<file path="src/rtl/servo_pkg.sv">
// Shared definitions for the servo controller: FSM state encoding,
// default instruction width and opcode values used by the dispatcher.
package servo_pkg;

  localparam int WORD_W = 10;

  localparam logic [1:0] IDLE = 2'd0;
  localparam logic [1:0] RECV = 2'd1;
  localparam logic [1:0] HOLD = 2'd2;

  localparam logic [1:0] OP_TURN    = 2'b01;
  localparam logic [1:0] OP_EXTEND  = 2'b10;
  localparam logic [1:0] OP_RETRACT = 2'b11;

endpackage

</file>
<file path="src/rtl/serial_instr_receiver_if.sv">
// Parallel instruction handshake between the serial receiver (master)
// and the instruction consumer (slave).
interface serial_instr_receiver_if
  import servo_pkg::*;
#(
  parameter int WORD_W = servo_pkg::WORD_W
);

  logic              instr_valid;
  logic [WORD_W-1:0] instr_data;
  logic              instr_ack;

  modport master (
    output instr_valid,
    output instr_data,
    input  instr_ack
  );

  modport slave (
    input  instr_valid,
    input  instr_data,
    output instr_ack
  );

endinterface

</file>
<file path="src/rtl/serial_instr_receiver_strobe_filter.sv">
// Synchronises an asynchronous strobe and emits a single accept pulse once
// the synchronised level has been high for CONF_FILTER consecutive cycles.
module strobe_filter
  import servo_pkg::*;
#(
  parameter int SYNC_STAGES = 2,
  parameter int CONF_FILTER = 4
) (
  input  logic clk,
  input  logic reset,
  input  logic async_in,
  output logic level,
  output logic strobe
);

  localparam int CNT_W = $clog2(CONF_FILTER + 1);

  logic [SYNC_STAGES-1:0] sync_q, sync_d;
  logic [CNT_W-1:0]       cnt_q, cnt_d;

  assign level = sync_q[SYNC_STAGES-1];

  // Shift the raw input through the synchroniser chain.
  always_comb begin
    sync_d = {sync_q[SYNC_STAGES-2:0], async_in};
  end

  // Saturating count of consecutive high samples; strobe on the cycle it reaches the threshold.
  always_comb begin
    cnt_d  = cnt_q;
    strobe = 1'b0;
    if (!level) begin
      cnt_d = '0;
    end else if (cnt_q != CNT_W'(CONF_FILTER)) begin
      cnt_d = cnt_q + CNT_W'(1);
      if (cnt_q == CNT_W'(CONF_FILTER - 1)) begin
        strobe = 1'b1;
      end
    end
  end

  // State registers with asynchronous active-low reset.
  always_ff @(posedge clk or negedge reset) begin
    if (!reset) begin
      sync_q <= '0;
      cnt_q  <= '0;
    end else begin
      sync_q <= sync_d;
      cnt_q  <= cnt_d;
    end
  end

endmodule

</file>
<file path="src/rtl/serial_instr_receiver.sv">
// Receives a bit-serial servo instruction (MSB first) on command/confirm,
// presents it as a parallel word with a valid/ack handshake, and flags
// inter-bit timeouts and overruns on frame_error.
module serial_instr_receiver
  import servo_pkg::*;
#(
  parameter int WORD_W         = servo_pkg::WORD_W,
  parameter int SYNC_STAGES    = 2,
  parameter int CONF_FILTER    = 4,
  parameter int TIMEOUT_CYCLES = 50_000_000
) (
  input  logic                    clk,
  input  logic                    reset,
  input  logic                    command,
  input  logic                    confirm,
  serial_instr_receiver_if.master instr_bus,
  output logic                    data_ready,
  output logic                    frame_error,
  output logic [1:0]              state_dbg
);

  localparam int BCNT_W = $clog2(WORD_W + 1);
  localparam int TO_W   = $clog2(TIMEOUT_CYCLES);

  logic [SYNC_STAGES-1:0] cmd_sync_q, cmd_sync_d;
  logic                   cmd_s;
  logic                   conf_level;
  logic                   accept;

  logic [1:0]        state_q, state_d;
  logic [WORD_W-2:0] shift_q, shift_d;
  logic [BCNT_W-1:0] bit_cnt_q, bit_cnt_d;
  logic [TO_W-1:0]   to_cnt_q, to_cnt_d;
  logic              valid_q, valid_d;
  logic [WORD_W-1:0] data_q, data_d;
  logic              data_ready_q, data_ready_d;
  logic              frame_err_q, frame_err_d;

  assign cmd_s = cmd_sync_q[SYNC_STAGES-1];

  strobe_filter #(
    .SYNC_STAGES (SYNC_STAGES),
    .CONF_FILTER (CONF_FILTER)
  ) u_confirm_filter (
    .clk      (clk),
    .reset    (reset),
    .async_in (confirm),
    .level    (conf_level),
    .strobe   (accept)
  );

  // Plain synchroniser for the serial data line.
  always_comb begin
    cmd_sync_d = {cmd_sync_q[SYNC_STAGES-2:0], command};
  end

  // Frame FSM: collect bits, publish the word, hold it until acknowledged.
  always_comb begin
    state_d     = state_q;
    shift_d     = shift_q;
    bit_cnt_d   = bit_cnt_q;
    to_cnt_d    = to_cnt_q;
    valid_d     = valid_q;
    data_d      = data_q;
    frame_err_d = 1'b0;
    case (state_q)
      IDLE: begin
        if (accept) begin
          shift_d   = {shift_q[WORD_W-3:0], cmd_s};
          bit_cnt_d = BCNT_W'(1);
          to_cnt_d  = '0;
          state_d   = RECV;
        end
      end
      RECV: begin
        if (accept) begin
          shift_d  = {shift_q[WORD_W-3:0], cmd_s};
          to_cnt_d = '0;
          if (bit_cnt_q == BCNT_W'(WORD_W - 1)) begin
            data_d    = {shift_q, cmd_s};
            valid_d   = 1'b1;
            bit_cnt_d = '0;
            state_d   = HOLD;
          end else begin
            bit_cnt_d = bit_cnt_q + BCNT_W'(1);
          end
        end else if (to_cnt_q == TO_W'(TIMEOUT_CYCLES - 1)) begin
          frame_err_d = 1'b1;
          bit_cnt_d   = '0;
          to_cnt_d    = '0;
          state_d     = IDLE;
        end else begin
          to_cnt_d = to_cnt_q + TO_W'(1);
        end
      end
      HOLD: begin
        if (accept) begin
          frame_err_d = 1'b1;
        end
        if (instr_bus.instr_ack) begin
          valid_d = 1'b0;
          state_d = IDLE;
        end
      end
      default: begin
        state_d = IDLE;
      end
    endcase
    data_ready_d = (state_d != HOLD);
  end

  // State registers with asynchronous active-low reset.
  always_ff @(posedge clk or negedge reset) begin
    if (!reset) begin
      cmd_sync_q   <= '0;
      state_q      <= IDLE;
      shift_q      <= '0;
      bit_cnt_q    <= '0;
      to_cnt_q     <= '0;
      valid_q      <= 1'b0;
      data_q       <= '0;
      data_ready_q <= 1'b0;
      frame_err_q  <= 1'b0;
    end else begin
      cmd_sync_q   <= cmd_sync_d;
      state_q      <= state_d;
      shift_q      <= shift_d;
      bit_cnt_q    <= bit_cnt_d;
      to_cnt_q     <= to_cnt_d;
      valid_q      <= valid_d;
      data_q       <= data_d;
      data_ready_q <= data_ready_d;
      frame_err_q  <= frame_err_d;
    end
  end

  assign instr_bus.instr_valid = valid_q;
  assign instr_bus.instr_data  = data_q;
  assign data_ready            = data_ready_q;
  assign frame_error           = frame_err_q;
  assign state_dbg             = state_q;

endmodule

</file>
<file path="src/flat_wrapper.sv">
// flat-port wrapper written by rule: the top's interface ports become plain ports
module serial_instr_receiver_flat import servo_pkg::*;
#(
  parameter int WORD_W         = servo_pkg::WORD_W,
  parameter int SYNC_STAGES    = 2,
  parameter int CONF_FILTER    = 4,
  parameter int TIMEOUT_CYCLES = 50_000_000
)
  (clk, reset, command, confirm, data_ready, frame_error, state_dbg, instr_bus_instr_valid, instr_bus_instr_data, instr_bus_instr_ack);
  serial_instr_receiver_if #(.WORD_W(WORD_W)) instr_bus_i ();
  input  logic clk;
  input  logic reset;
  input  logic command;
  input  logic confirm;
  output logic data_ready;
  output logic frame_error;
  output logic [1:0] state_dbg;
  output wire logic [$bits(instr_bus_i.instr_valid)-1:0] instr_bus_instr_valid;
  output wire logic [$bits(instr_bus_i.instr_data)-1:0] instr_bus_instr_data;
  input wire logic [$bits(instr_bus_i.instr_ack)-1:0] instr_bus_instr_ack;
  assign instr_bus_instr_valid = instr_bus_i.instr_valid;
  assign instr_bus_instr_data = instr_bus_i.instr_data;
  assign instr_bus_i.instr_ack = instr_bus_instr_ack;
  serial_instr_receiver #(.WORD_W(WORD_W), .SYNC_STAGES(SYNC_STAGES), .CONF_FILTER(CONF_FILTER), .TIMEOUT_CYCLES(TIMEOUT_CYCLES)) u_core (.clk(clk), .reset(reset), .command(command), .confirm(confirm), .instr_bus(instr_bus_i), .data_ready(data_ready), .frame_error(frame_error), .state_dbg(state_dbg));
endmodule
</file>
<file path="config.mk">
export PLATFORM = sky130hd
export DESIGN_NAME = serial_instr_receiver_flat
export DESIGN_NICKNAME = d
export VERILOG_FILES = /design/src/rtl/servo_pkg.sv /design/src/rtl/serial_instr_receiver_if.sv /design/src/rtl/serial_instr_receiver_strobe_filter.sv /design/src/rtl/serial_instr_receiver.sv /design/src/flat_wrapper.sv
export SDC_FILE = /design/constraint.sdc
export NUM_CORES = 1
export LEC_CHECK = 0
export ABC_AREA = 1
export CORE_ASPECT_RATIO = 0.8
export CORE_MARGIN = 4
export CORE_UTILIZATION = 25
export CTS_CLUSTER_SIZE = 24
export DETAILED_ROUTE_END_ITERATION = 7
export GPL_ROUTABILITY_DRIVEN = 0
export HOLD_SLACK_MARGIN = 0.08
export SYNTH_ARGS = -nofsm -noshare
export SYNTH_HDL_FRONTEND = slang
export SYNTH_SLANG_ARGS = --single-unit
</file>
<file path="constraint.sdc">
create_clock -name clk -period 1.8 [get_ports clk]
set_input_delay 0.27 -clock clk [delete_from_list [all_inputs] [get_ports clk]]
set_output_delay 0.27 -clock clk [all_outputs]
set_load 0.01 [all_outputs]
</file>
-- After elaboration in Yosys (flattened, before gate mapping)
Index checks and enable logic that the tools add are counted.
- reduce and logical (&&, ||, !) cells: 9
- equality and inequality tests: 13
- add/subtract/negate cells: 3
- multiplexer cells: 28
- operators with widths (kind ; number):
    2-to-1 mux 26 bit ; 3
    one-hot mux 26 bit (2 select lines) ; 1
    adder 26 x 1 -> 26 bit, second input constant ; 1
    == test 26 bit, second input constant ; 1
    2-to-1 mux 4 bit ; 4
    2-to-1 mux 2 bit ; 5
    2-to-1 mux 1 bit ; 9
    != test 2 x 1 -> 1 bit, second input constant ; 4
    one-hot mux 4 bit (2 select lines) ; 1
    2-to-1 mux 3 bit ; 2
    one-hot mux 2 bit (3 select lines) ; 1
    AND reduction 3 bit ; 2
    adder 4 x 1 -> 4 bit, second input constant ; 1
    == test 4 bit, second input constant ; 1
    != test 2 bit, second input constant ; 2
    one-hot mux 1 bit (2 select lines) ; 2
    AND reduction 2 bit ; 2
    AND reduction 4 bit ; 1
    nonzero test 2 bit ; 2
    adder 3 x 1 -> 3 bit, second input constant ; 1
    == test 3 x 2 -> 1 bit, second input constant ; 1
    != test 3 x 1 -> 1 bit, second input constant ; 1
    != test 3 bit, second input constant ; 1
    == test 2 x 1 -> 1 bit, second input constant ; 1
    other kinds (3) ; 3
- word-level logic and storage cells: 64
- output and inout port bits: 15
- bits in registers: 61
- input port bits: 5

-- Depth between registers and ports, before layout
- depth after elaboration: 7
- mapped depth: 12
- mapped depth without buffers: 11

-- By module
Synthesis repeated with hierarchy kept, for this count alone.
- cell total of the unflattened synthesis: 391
- area, all modules: 3193.1 um2
- by module, submodules not included (module ; area an instance (um2) ; instances ; cells each ; seq. area each (um2)):
    serial_instr_receiver ; 2962.8 ; 1 ; 369 ; 1401.3
    strobe_filter ; 230.2 ; 1 ; 22 ; 125.1

-- Least setup slack after synthesis
No wires, ideal clock.
- kind: reg-to-reg
- from: register u_core.u_confirm_filter.cnt_q[0]
- to: register u_core.to_cnt_q[6]
- required time: 1.686 ns
- library setup time: 0.114 ns
- path buffers: 0
- period minus slack after synthesis: 1.623 ns
- path slack: 0.177 ns
- stages on the path, launching flop included: 12
- data arrival time: 1.509 ns
- cell sequence: dfrtp_1 > ha_1 > ha_1 > nand2_1 > inv_1 > nand3_1 > nand2_2 > nand2_1 > nor2_1 > or2_2 > inv_1 > nor2_1
- cells in the longest elaborated chain, start to end: 6
- elaborated cells between the ends (all ways): 9
- classes of those cells: eq/ne (3); mux (5); reduce/logical (1)
- RTL lines (what ; line ; text):
    start, declared ; serial_instr_receiver_strobe_filter.sv:19 ; logic [CNT_W-1:0] cnt_q, cnt_d;
    start signal, assigned ; serial_instr_receiver_strobe_filter.sv:49 ; cnt_q <= cnt_d;
    == test 3 x 2 -> 1 bit ; serial_instr_receiver_strobe_filter.sv:36 ; if (cnt_q == CNT_W'(CONF_FILTER - 1)) begin
    2-to-1 mux 1 bit ; serial_instr_receiver_strobe_filter.sv:36 ;
    2-to-1 mux 1 bit * ; serial_instr_receiver_strobe_filter.sv:34 ; end else if (cnt_q != CNT_W'(CONF_FILTER)) begin
    2-to-1 mux 1 bit * ; serial_instr_receiver_strobe_filter.sv:32 ; if (!level) begin
    2-to-1 mux 26 bit or != test 2 x 1 -> 1 bit (tied branches) ; n/a ;
    one-hot mux 26 bit (2 select lines) or AND reduction 2 bit (tied branches) ; n/a ;
    end signal, assigned ; serial_instr_receiver.sv:129 ; to_cnt_q <= to_cnt_d;
    end, declared ; serial_instr_receiver.sv:33 ; logic [TO_W-1:0] to_cnt_q, to_cnt_d;
Every way passes the cells marked *; elsewhere a longest branch is shown, timed or not.
A chain may end at the register's enable or synchronous reset.

-- Worst setup path after layout
- from: register u_core.u_confirm_filter.cnt_q[0]
- to: register u_core.to_cnt_q[10]
The elaborated chain is that of the path after synthesis.

==> results_dict.tcl <==
set metrics [dict create \
    worst_ep_arrival_time_ps 1970 \
    clkSlewWorstSetupHoldPaths_ps 50 \
    worst_slew_pin_slew_ps 333 \
    p_int_w 0.00277 \
    die_h_um 110 \
    clk_path_buf_depth 2 \
    finalClockSkew_ps 4.09 \
    yosysWarnings 0 \
    grt_overflow_total 0 \
    p_sw_frac 0.304 \
    diodes 0 \
    ant_nets 0 \
    route.vias.total 2695 \
    fin_ws_ps 86.0 \
    yosysSeqAreaShare 0.470 \
    clock_sinks 61 \
    cp-start-kind "flip-flop" \
    p_leak_nw 1.90 \
    drc_errors 0 \
    syn_to_final_growth_pct 29.1 \
    grt_pass1_vias 2655 \
    slew_viol_final 0 \
    grt.total_usage 0.102 \
    port_buffers 19 \
    drt-initial-drc-count 149 \
    hold_viol 0 \
    min_from "u_core.u_confirm_filter.sync_q[0]$_DFF_PN0_" \
    crit_type "reg2reg" \
    cts-root-buf "clkbuf_16" \
    peakVddDrop_v 0.000592 \
    num_rows 36 \
    io_pins 20 \
    dp_hpwl_um 4870 \
    coreArea_um2 12400 \
    nets 461 \
    p_comb_frac 0.207 \
    cts-htree-levels 3 \
    startpoint "u_core.u_confirm_filter.cnt_q[0]$_DFFE_PN0P_" \
    first_pass_iters 5 \
    hp-class "reg2reg" \
    path_max_fanout 7 \
    fin_crit_ps 1710 \
    die_area_um2 14900 \
    power-per-cell-area_nw_per_um2 947 \
    timing.max_cap.violations 0 \
    avgSynthCellArea_um2 8.15 \
    grt_max_degree 62 \
    cts_tree "done" \
    ys_ff_latch 61 \
    synth.distinct_cells 36 \
    fin_crit_sh 0.952 \
    max_freq_ghz 0.583 \
    grt_setup_unrepaired "true" \
    die_w_um 135 \
    p_sw_w 0.00121 \
    synthesis.area_um2 3250 \
    synthArstFlopShare 1.00 \
    grt_pass1_wl_um 12300 \
    yosys_most_used_dff "dfrtp_1" \
    dp.cells 592 \
    drive_above_1_share 0.213 \
    clkPwrFrac 0.397 \
    synth_edf_count 0 \
    nFillCells 1313 \
    pre_cts_ws_ps 10.4 \
    start_util 0.261 \
    finalPower_w 0.00398 \
    status "completed" \
    seqPwrFrac 0.395 \
    setup_viol 0 \
    wl_per_cell_um 11.4 \
    r2r-start "u_core.u_confirm_filter.cnt_q[0]$_DFFE_PN0P_" \
    max-slew-margin-rel 0.778 \
    crit_required_ps 2050 \
    syn-num-nets 414 \
    critPathCaptureType "flip-flop" \
    drt-total-wl_um 7090 \
    routed_via_density 4.33 \
    antenna_found_initial 0 \
    finalNonFillerCells 622 \
    syn_inst 399 \
    cts_buffers 9 \
    clkLatencyLatePin_ps 320 \
]
==> logic make-up after synthesis <==
group           after synthesis  synth area share
compound gates               41            0.0697
xor+xnor                      9            0.0243
fa+ha+maj                    10            0.0385
buf+inv                      59            0.0789
flops                        61             0.470
simple gates                219             0.319
==> cells in the mapped netlist, types with 6 or more instances <==
cell | instances | area [um^2]
nor2_1 | 50 | 188
nand4_1 | 13 | 81.3
nand3_1 | 19 | 95.1
ha_1 | 10 | 125
dfrtp_1 | 61 | 1530
inv_1 | 44 | 165
nand2_2 | 14 | 87.6
nor3_1 | 7 | 35.0
nor2_2 | 7 | 43.8
inv_2 | 6 | 22.5
xor2_1 | 6 | 52.6
o21ai_0 | 28 | 140
nand2_1 | 95 | 357
==> layer usage <==
layer	global-route usage	vias to the layer above	share of wire
li1	-	1362	-
met1	0.138	1258	0.49
met2	0.158	64	0.44
met3	0.0254	11	0.047
met4	0.0374	0	0.015
met5	0	-	0
==> power groups by stage <==
stage | combinational, W | sequential [W] | clock, W
2_1_floorplan | 0.000480 | 0.00157 | 0
3_3_place_gp | 0.000666 | 0.00159 | 0
3_5_place_dp | 0.000685 | 0.00159 | 0
4_1_cts | 0.000706 | 0.00157 | 0.00163
5_1_grt | 0.000937 | 0.00159 | 0.00168
6_report | 0.000825 | 0.00157 | 0.00158
==> registers in the layout, summed over array words and instances (netlist names) <==
signal and cells:
u_core.shift_q 9, u_core.bit_cnt_q 4, u_core.instr_bus.instr_valid 1, u_core.cmd_sync_q 2
u_core.data_ready 1, u_core.u_confirm_filter.sync_q 2, u_core.to_cnt_q 26, u_core.u_confirm_filter.cnt_q 3
u_core.state_dbg 2, u_core.instr_bus.instr_data 10, u_core.frame_error 1
==> cells in the final DEF (no fill, tap or decap), types with 2 or more instances in the layout <==
cell / count
clkinv_2: 3
nand3_1: 18
nand2_1: 91
xnor2_1: 3
ha_1: 8
buf_12: 2
o21ai_1: 6
nand4_1: 13
nand2_4: 6
clkdlybuf4s50_1: 18
a21boi_0: 3
buf_4: 18
clkinvlp_4: 2
xor2_1: 6
a21o_1: 2
a21oi_1: 5
nor3_1: 7
dfrtp_1: 61
clkbuf_16: 10
nand3_2: 3
o21ai_0: 22
nor2_2: 10
nor2_1: 45
inv_2: 7
nor2_4: 6
nand2_2: 14
inv_1: 41
==> worst paths after layout <==
| path | endpoint | slack (ps) | cells after the start |
|---|---|---|---|
| max | u_core.to_cnt_q[10]$_DFFE_PN0P_ | 90 | 12 |
| min | u_core.u_confirm_filter.sync_q[1]$_DFF_PN0_ | 350 | 0 |
| max reg2reg | u_core.to_cnt_q[10]$_DFFE_PN0P_ | 90 | 12 |
| min reg2reg | u_core.u_confirm_filter.sync_q[1]$_DFF_PN0_ | 350 | 0 |
| max in group asynchronous | u_core.to_cnt_q[11]$_DFFE_PN0P_ | 1050 | 3 |
| min in group asynchronous | u_core.to_cnt_q[23]$_DFFE_PN0P_ | 470 | 3 |
==> worst max-delay path, stage by stage, from the launching register on <==
cell	delay, ps
dfrtp_1	410
ha_2	200
ha_4	150
nand2_2	50
inv_2	50
nand2_4	100
inv_6	60
nor2_4	110
nand2_2	80
nand2_4	140
buf_6	140
nand2_1	50
nor2_1	100
==> layout make-up <==
| class | count | area, um^2 | area share |
|---|---|---|---|
| Multi-Input combinational cell | 280 | 1550 | 0.370 |
| Sequential cell | 61 | 1530 | 0.364 |
| Timing Repair Buffer | 43 | 422 | 0.100 |
| Clock buffer | 10 | 239 | 0.0569 |
| Tap cell | 171 | 214 | 0.0510 |
| Inverter | 51 | 206 | 0.0492 |
| Clock inverter | 6 | 38.8 | 0.00924 |
==> metrics by stage <==
step	setup TNS (ps)	hold WS, ps	area (um^2)	utilization
after floorplan	0	-25.6	3250	-
after global placement	0	308	3700	0.297
after detailed placement	0	309	3700	0.297
after CTS	0	354	4000	0.322
after global routing	-281	365	4200	0.338
final	0	351	4200	0.338
==> timing repair <==
action | in CTS | in global routing
resized for setup | 2 | 34
buffers inserted | 1 | 10
hold buffers | 1 | 0
setup endpoints to repair | 7 | 41
pin swaps | 0 | 11
hold endpoints to repair | 61 | 0
gates cloned | 0 | 2
Power figures use the tool's default switching activity.
